[src/rtl/video_timing_gen.sv]
// video_timing_gen
// Free-running raster timing generator on the pixel clock. It produces sync,
// data-enable and active-area coordinates from compile-time timing parameters.
// Each line and each frame runs in the order sync, back porch, active, front porch.
//
// Ports:
//   clk_pixel    in   pixel clock
//   rst_n        in   asynchronous active-low reset
//   en           in   run request (level)
//   hs, vs       out  syncs, asserted level HS_POL / VS_POL
//   de           out  high during active pixels
//   x, y         out  active column / line (x = 0 outside de, y holds)
//   frame_start  out  one-cycle pulse on the first clock of a frame
//   line_start   out  one-cycle pulse on the first clock of every line
//   rgb          out  colour-bar pattern, only with VIDEO_TIMING_GEN_PATTERN_EN
//
// Optional feature macro: VIDEO_TIMING_GEN_PATTERN_EN
//
// state | meaning
// ------+-------------------------------------------------------------
// IDLE  | counters held at 0, syncs deasserted, de low
// RUN   | counting, frames repeat while en = 1
// STOP  | en dropped, finish the current frame then go IDLE
module video_timing_gen #(
    parameter int H_ACTIVE = 1920,
    parameter int H_FP     = 88,
    parameter int H_SYNC   = 44,
    parameter int H_BP     = 148,
    parameter int V_ACTIVE = 1080,
    parameter int V_FP     = 4,
    parameter int V_SYNC   = 5,
    parameter int V_BP     = 36,
    parameter int HS_POL   = 1,
    parameter int VS_POL   = 1
) (
    input  logic        clk_pixel,
    input  logic        rst_n,
    input  logic        en,
    output logic        hs,
    output logic        vs,
    output logic        de,
    output logic [15:0] x,
    output logic [15:0] y,
    output logic        frame_start,
    output logic        line_start
`ifdef VIDEO_TIMING_GEN_PATTERN_EN
    ,
    output logic [23:0] rgb
`endif
);

    localparam int H_TOTAL = H_SYNC + H_BP + H_ACTIVE + H_FP;
    localparam int V_TOTAL = V_SYNC + V_BP + V_ACTIVE + V_FP;

    generate
        if (H_TOTAL > 65535 || V_TOTAL > 65535) begin : g_total_check
            $error("video_timing_gen: H_TOTAL or V_TOTAL exceeds 65535");
        end
    endgenerate

    localparam logic [15:0] H_LAST     = 16'(H_TOTAL - 1);
    localparam logic [15:0] V_LAST     = 16'(V_TOTAL - 1);
    localparam logic [15:0] H_SYNC_END = 16'(H_SYNC);
    localparam logic [15:0] V_SYNC_END = 16'(V_SYNC);
    localparam logic [15:0] H_DE_BEG   = 16'(H_SYNC + H_BP);
    localparam logic [15:0] V_DE_BEG   = 16'(V_SYNC + V_BP);
    localparam logic [15:0] H_DE_END   = 16'(H_SYNC + H_BP + H_ACTIVE);
    localparam logic [15:0] V_DE_END   = 16'(V_SYNC + V_BP + V_ACTIVE);
    localparam logic        HS_ON      = 1'(HS_POL);
    localparam logic        VS_ON      = 1'(VS_POL);

    typedef enum logic [1:0] {
        S_IDLE = 2'd0,
        S_RUN  = 2'd1,
        S_STOP = 2'd2
    } state_t;

    state_t      state, state_nxt;
    logic [15:0] h_cnt, v_cnt, h_nxt, v_nxt;
    logic [15:0] x_nxt;
    logic        active, h_wrap, frame_end, de_nxt;

    always_ff @(posedge clk_pixel or negedge rst_n) begin
        if (!rst_n) begin
            state <= S_IDLE;
            h_cnt <= '0;
            v_cnt <= '0;
        end else begin
            state <= state_nxt;
            h_cnt <= h_nxt;
            v_cnt <= v_nxt;
        end
    end

    always_comb begin
        state_nxt = state;
        active    = (state != S_IDLE);
        h_wrap    = (h_cnt == H_LAST);
        frame_end = h_wrap && (v_cnt == V_LAST);
        h_nxt     = '0;
        v_nxt     = '0;

        // en has priority in STOP, so a re-request on the last clock of the
        // frame carries straight on into the next frame.
        case (state)
            S_IDLE:  if (en) state_nxt = S_RUN;
            S_RUN:   if (!en) state_nxt = S_STOP;
            S_STOP: begin
                if (en)             state_nxt = S_RUN;
                else if (frame_end) state_nxt = S_IDLE;
            end
            default: state_nxt = S_IDLE;
        endcase

        if (active) begin
            if (h_wrap) begin
                h_nxt = '0;
                v_nxt = (v_cnt == V_LAST) ? 16'd0 : v_cnt + 16'd1;
            end else begin
                h_nxt = h_cnt + 16'd1;
                v_nxt = v_cnt;
            end
        end

        de_nxt = active
               && (h_cnt >= H_DE_BEG) && (h_cnt < H_DE_END)
               && (v_cnt >= V_DE_BEG) && (v_cnt < V_DE_END);
        x_nxt  = de_nxt ? (h_cnt - H_DE_BEG) : 16'd0;
    end

    // Every output is registered from the current counter value, so all of
    // them lag the counters by exactly one clock and stay mutually aligned.
    always_ff @(posedge clk_pixel or negedge rst_n) begin
        if (!rst_n) begin
            hs          <= ~HS_ON;
            vs          <= ~VS_ON;
            de          <= 1'b0;
            x           <= '0;
            y           <= '0;
            frame_start <= 1'b0;
            line_start  <= 1'b0;
        end else begin
            hs          <= (active && (h_cnt < H_SYNC_END)) ? HS_ON : ~HS_ON;
            vs          <= (active && (v_cnt < V_SYNC_END)) ? VS_ON : ~VS_ON;
            de          <= de_nxt;
            x           <= x_nxt;
            line_start  <= active && (h_cnt == 16'd0);
            frame_start <= active && (h_cnt == 16'd0) && (v_cnt == 16'd0);
            if (de_nxt)
                y <= v_cnt - V_DE_BEG;
            else if (active && (h_cnt == 16'd0) && (v_cnt == 16'd0))
                y <= '0;
        end
    end

`ifdef VIDEO_TIMING_GEN_PATTERN_EN
    // Eight bars of H_ACTIVE/8 pixels; bar indices past 7 fold into the last
    // bar so it absorbs the remainder. Bar order white..black maps to
    // r = ~idx[1], g = ~idx[2], b = ~idx[0].
    localparam int          BAR_W   = (H_ACTIVE / 8 > 0) ? H_ACTIVE / 8 : 1;
    localparam logic [15:0] BAR_W16 = 16'(BAR_W);

    logic [15:0] bar_raw;
    logic [2:0]  bar_idx;
    logic [23:0] rgb_nxt;

    always_comb begin
        bar_raw = x_nxt / BAR_W16;
        bar_idx = (bar_raw > 16'd7) ? 3'd7 : bar_raw[2:0];
        rgb_nxt = de_nxt ? {{8{~bar_idx[1]}}, {8{~bar_idx[2]}}, {8{~bar_idx[0]}}} : 24'd0;
    end

    always_ff @(posedge clk_pixel or negedge rst_n) begin
        if (!rst_n) rgb <= '0;
        else        rgb <= rgb_nxt;
    end
`endif

endmodule

[config.mk]
export PLATFORM = sky130hd
export DESIGN_NAME = video_timing_gen
export DESIGN_NICKNAME = d
export VERILOG_FILES = /design/src/rtl/video_timing_gen.sv
export SDC_FILE = /design/constraint.sdc
export NUM_CORES = 1
export LEC_CHECK = 0
export ABC_AREA = 1
export CORE_MARGIN = 4
export CORE_UTILIZATION = 50
export DETAILED_ROUTE_END_ITERATION = 16
export GPL_TIMING_DRIVEN = 0
export PLACE_DENSITY = 0.72
export SETUP_SLACK_MARGIN = 0.3
export SLEW_MARGIN = 10
export SYNTH_ARGS = -nofsm -noshare
export SYNTH_HDL_FRONTEND = slang
export SYNTH_SLANG_ARGS = --single-unit
[constraint.sdc]
create_clock -name clk_pixel -period 2.36 [get_ports clk_pixel]
set_input_delay 0.236 -clock clk_pixel [delete_from_list [all_inputs] [get_ports clk_pixel]]
set_output_delay 0.236 -clock clk_pixel [all_outputs]
set_load 0.03 [all_outputs]
Word level (Yosys, flattened, before mapping) --
Cells that the tools add are included.
Storage, ports and cells: register bits after elaboration 71, logic and storage cells 58
Operators by class: $lt $le $gt $ge 6, mux-type cells 15, reductions and logical operators 15, add/subtract/negate cells 4, equal/unequal tests 8
Operator list (number):
- two-way mux 16 bit | 8
- adder 16 x 1 -> 16 bit, second input constant | 2
- logical NOT 16 bit | 2
- == test 16 x 11 -> 1 bit, second input constant | 1
- == test 16 x 12 -> 1 bit, second input constant | 1
- >= comparator 16 x 6 -> 1 bit, second input constant | 1
- >= comparator 16 x 8 -> 1 bit, second input constant | 1
- less-than comparator 16 x 11 -> 1 bit, second input constant | 1
- less-than comparator 16 x 12 -> 1 bit, second input constant | 1
- less-than comparator 16 x 3 -> 1 bit, second input constant | 1
- less-than comparator 16 x 6 -> 1 bit, second input constant | 1
- subtractor 16 x 6 -> 16 bit, second input constant | 1
- subtractor 16 x 8 -> 16 bit, second input constant | 1
- logical AND 1 bit | 9
- two-way mux 2 bit | 4
- case mux 2 bit (3 select lines) | 1
- inequality test 2 bit, second input constant | 2
- nonzero test 2 bit | 2
- inequality test 3 bit, second input constant | 1
- AND reduction 3 bit | 1
- == test 2 x 1 -> 1 bit, second input constant | 1
- == test 2 bit, second input constant | 1
- logical NOT 2 bit | 1
- two-way mux 1 bit | 2
- inequality test 2 x 1 -> 1 bit, second input constant | 1

Depth between registers and ports, before layout --
depth after elaboration 6, depth in mapped cells 13, gate-level depth less buffers 12

Worst setup path before layout --
Ideal clock, no wire load.
kind register to register, from reg v_cnt[0], to reg x[6], period minus slack after synthesis 1.708 ns, stages on the path, launching flop included 14, path buffers 1, arrival time 1.640 ns, library setup time 0.068 ns, setup slack 0.652 ns, data required time 2.292 ns, cells stage by stage dfrtp_1 -> inv_1 -> ha_1 -> inv_2 -> nor2_2 -> nand2_1 -> nand2_1 -> nand2_1 -> nand2_1 -> inv_2 -> nor2_8 -> nand2_4 -> buf_8 -> nor2_4
On the way: cells in the longest elaborated chain, start to end 4, elaborated cells between the ends (all ways) 5
RTL lines:
- start, declared | line 79 | logic [15:0] h_cnt, v_cnt, h_nxt, v_nxt;
- start signal, assigned | line 91 | v_cnt <= v_nxt;
- >= comparator 16 x 6 -> 1 bit | line 127 | && (v_cnt >= V_DE_BEG) && (v_cnt < V_DE_END);
- logical AND 1 bit | line 127
- logical AND 1 bit * | line 127
- two-way mux 16 bit * | line 128 | x_nxt = de_nxt ? (h_cnt - H_DE_BEG) : 16'd0;
- net x_nxt[6] | line 80 | logic [15:0] x_nxt;
- end signal, assigned | line 146 | x <= x_nxt;
- end, declared | line 42 | output logic [15:0] x,
The timed path passes the listed nets; every way through them passes the cells marked *. A chain may end at the register's enable or synchronous reset.

Worst setup path in the final report --
from reg v_cnt[0], to reg x[9]
Same word-level chain as after synthesis.

==> key figures <==
Run
  • Max-cap viol count: 0

STA
  • Tcrit/Tclk final: 80.53%
  • RSZ-0062 raised after global routing: no
  • Max Slew Vio Count: 0
  • Clk_skew: 0.01149 ns
  • Slew margin rel.: 62.19%
  • Final min period: 1.901 ns
  • Final Hold Violating Endpoints: 0
  • WHS: 0.3703 ns
  • Setup violators final: 0
  • F_max: 526.2 MHz
  • Setup WS post-layout: 0.4594 ns
  • Worst Tran Pin Value: 0.5671 ns

Synthesis
  • Synth Instances: 538
  • Post-synthesis cell area: 4323 um^2
  • Yosys cell types: 37
  • Yosys warning count: 0
  • Most common cell in the netlist: nand2_1
  • Post-synth top area share: 41.10%
  • Avg Inst Size Synth: 8.035 um^2
  • Synth top cells by count: 124 x nand2_1, 71 x dfrtp_1, 62 x nor2_1
  • Top cells by area, synth: dfrtp_1 41%, nand2_1 11%, nand3_1 5.4%
  • Main flop type after synthesis: dfrtp_1
  • Post-synthesis sequential area ratio: 41.10%
  • FFs w/ async S/R, synth: 100.0%
  • #FFs+latches synth: 71
  • EDFF count, synth: 0
  • Post-synth top area cell: dfrtp_1

Routing
  • Antenna-violating nets left: 0
  • Initial detailed-routing violation count: 297
  • DRT Pass-1 Iters: 5
  • Total Wirelength: 10.21 mm
  • Vias per std cell: 5.313
  • Drt drc: 0
  • Routed wire length per instance: 14.49 um
  • Vias: 3,746

Setup path
  • Crit path kind: reg -> reg
  • Critical-path top delay cell: dfrtp_1
  • Reg2Reg Launch Point: v_cnt[0]
  • Critical-path maximum fanout: 10
  • Critical path data required time: 2.64 ns
  • CP startpoint: v_cnt[0]
  • Crit-path cells: inv_2 -> ha_4 -> inv_2 -> nor2_2 -> nand2_1 -> nand2_1 -> nand2_1 -> nand2_1 -> inv_2 -> nor2_8 -> nand2_4 -> buf_8 -> nor2_4
  • CP startpoint kind: flip-flop
  • Arr. time, crit path: 2.18 ns
  • CP peak stage delay: 0.43 ns
  • Most frequent CP cell: nand2_1
  • Critical path capture point type: flip-flop

Global route
  • GRT Total Usage: 20.71%
  • First-pass GRT wire length: 16.78 mm
  • Total grt overflow: 0
  • Vias in the first global route: 3,461
  • Largest net degree at the start of global routing: 42
  • Initial antenna violation count: 0

Cells and area
  • Layout area overhead: 19.71%
  • Layout filler cell count: 725
  • Register area: 1778 um^2
  • Fraction of layout cells with a size suffix above 1: 19.50%
  • Nets: 607
  • Diodes inserted: 0
  • Area of the multi-input gates: 2201 um^2

Die
  • Row cnt: 33
  • Core Box Area: 8299 um^2
  • Starting density of the core: 52.09%
  • Die width: 101.0 um
  • Die height: 101.0 um
  • Ports: 40
  • Total Die Area: 10,200 um^2

Clock network
  • Clock latency on the worst-skew pair: 0.34 ns
  • Clock sink count: 71
  • CTS Buf Count: 9
  • Clk buf depth: 2
  • Root Buffer: clkbuf_8
  • Clk pin slew, worst setup/hold paths: 0.08 ns
  • TritonCTS clock tree: yes
  • H-tree Lvls: 3

Pwr
  • Peak VDD IR: 0.2815 mV
  • Leak Pwr: 2.536 nW
  • Power Density: 527.8 nW/um^2

Hold path
  • Worst Hold Class: in -> async

Place
  • GP Congestion: 0.9453
  • Setup WS pre-CTS: 0.3324 ns
  • PortBufs: 39
  • Hpwl dp: 7.614 mm

Status
  • Status: finished clean
## per-stage QoR
step	TNS [ns]	utilization (%)	cell area, um^2	std cells	total power [W]
floorplan	0	-	4327	539	0.001456
global placement	-95.85	58.42	4848	683	0.001556
detailed placement	0	58.63	4866	684	0.001565
CTS	0	61.72	5122	701	0.002757
global route	0	62.35	5175	705	0.002842
finish	0	62.35	5175	705	0.002731
## routing by layer
layer | wire length (um) | global-route usage (%) | vias to the layer above
met1 | 4814 | 30.45 | 1753
met2 | 4500 | 30.58 | 126
met4 | 250 | 7.975 | 0
met3 | 646 | 3.253 | 25
met5 | 0 | 0 | -
li1 | - | - | 1842
## layout by cell type (no fill, tap or decap), drive strengths merged
cell type / netlist / final
a211oi: 1 / 1
a21oi: 12 / 12
a31oi: 2 / 2
buf: 16 / 21
bufinv: 0 / 3
clkbuf: 0 / 9
clkdlybuf4s50: 0 / 38
clkinv: 0 / 2
clkinvlp: 0 / 1
conb: 1 / 2
dfrtp: 71 / 71
dlygate4sd3: 0 / 1
ha: 9 / 9
inv: 62 / 63
nand2: 135 / 135
nand3: 62 / 62
nand3b: 2 / 2
nand4: 19 / 19
nor2: 88 / 89
nor3: 15 / 15
nor3b: 1 / 1
nor4: 2 / 2
o21ai: 23 / 23
o21bai: 1 / 1
xor2: 16 / 16
## kinds of logic after synthesis
| family | after synthesis | share of synthesized area, % |
|---|---|---|
| AO/OA/AOI/OAI | 39 | 4.689 |
| XOR/XNOR | 16 | 3.242 |
| adder cells (fa/ha/maj) | 9 | 2.605 |
| buffers and inverters | 78 | 8.799 |
| flip-flops | 71 | 41.10 |
| other | 1 | 0.08675 |
| AND/OR/NAND/NOR | 324 | 39.48 |
## cell type report
cell class / count / share of cell area, %
clock buffers: 9 / 2.394
flip-flops and latches: 71 / 34.36
well taps: 105 / 2.539
inverters: 62 / 4.642
plain buffers: 16 / 2.708
multi-input cells: 391 / 42.53
clock inverters: 7 / 2.321
repair buffers: 44 / 8.511
## critical path, delay by kind of cell, from the launching register on
family | cells | cell delay [ns]
and+or+nand+nor | 8 | 0.81
buffers and inverters | 4 | 0.42
adders and majority gates | 1 | 0.17
DFF | 1 | 0.43
## sequential cells by signal, indices dropped and copies added, names as in the netlist
signal,cells
v_cnt,16
de,1
frame_start,1
hs,1
line_start,1
x,16
h_cnt,16
state,2
vs,1
y,16
## report_power, final
group | total [W] | leakage [nW] | internal (W) | switching, W
Sequential | 0.00127 | 0.972 | 0.00125 | 0.0000225
Combinational | 0.000271 | 1.44 | 0.0000820 | 0.000189
Clock | 0.00119 | 0.120 | 0.000706 | 0.000486
Total | 0.00273 | 2.54 | 0.00203 | 0.000698
## path summary, 6_finish.rpt
kind / to / slack [ns] / depth (start not counted)
setup / recovery: x[9] / 0.46 / 13
hold / removal: h_cnt[9] / 0.37 / 2
setup reg to reg: x[9] / 0.46 / 13
hold reg to reg: state[0] / 0.51 / 1
max in group asynchronous: y[7] / 1.42 / 3
min in group clk_pixel: state[0] / 0.43 / 3
## repair_timing
action | 4_1_cts | 5_1_grt
hold buffers | 1 | 0
setup buffers | 0 | 3
pin swaps | 0 | 1
gates cloned | 0 | 1
endpoints found under the hold margin | 30 | 0
resized for setup | 1 | 8
endpoints found under the setup margin | 6 | 47
Power figures use the tool's default switching activity.
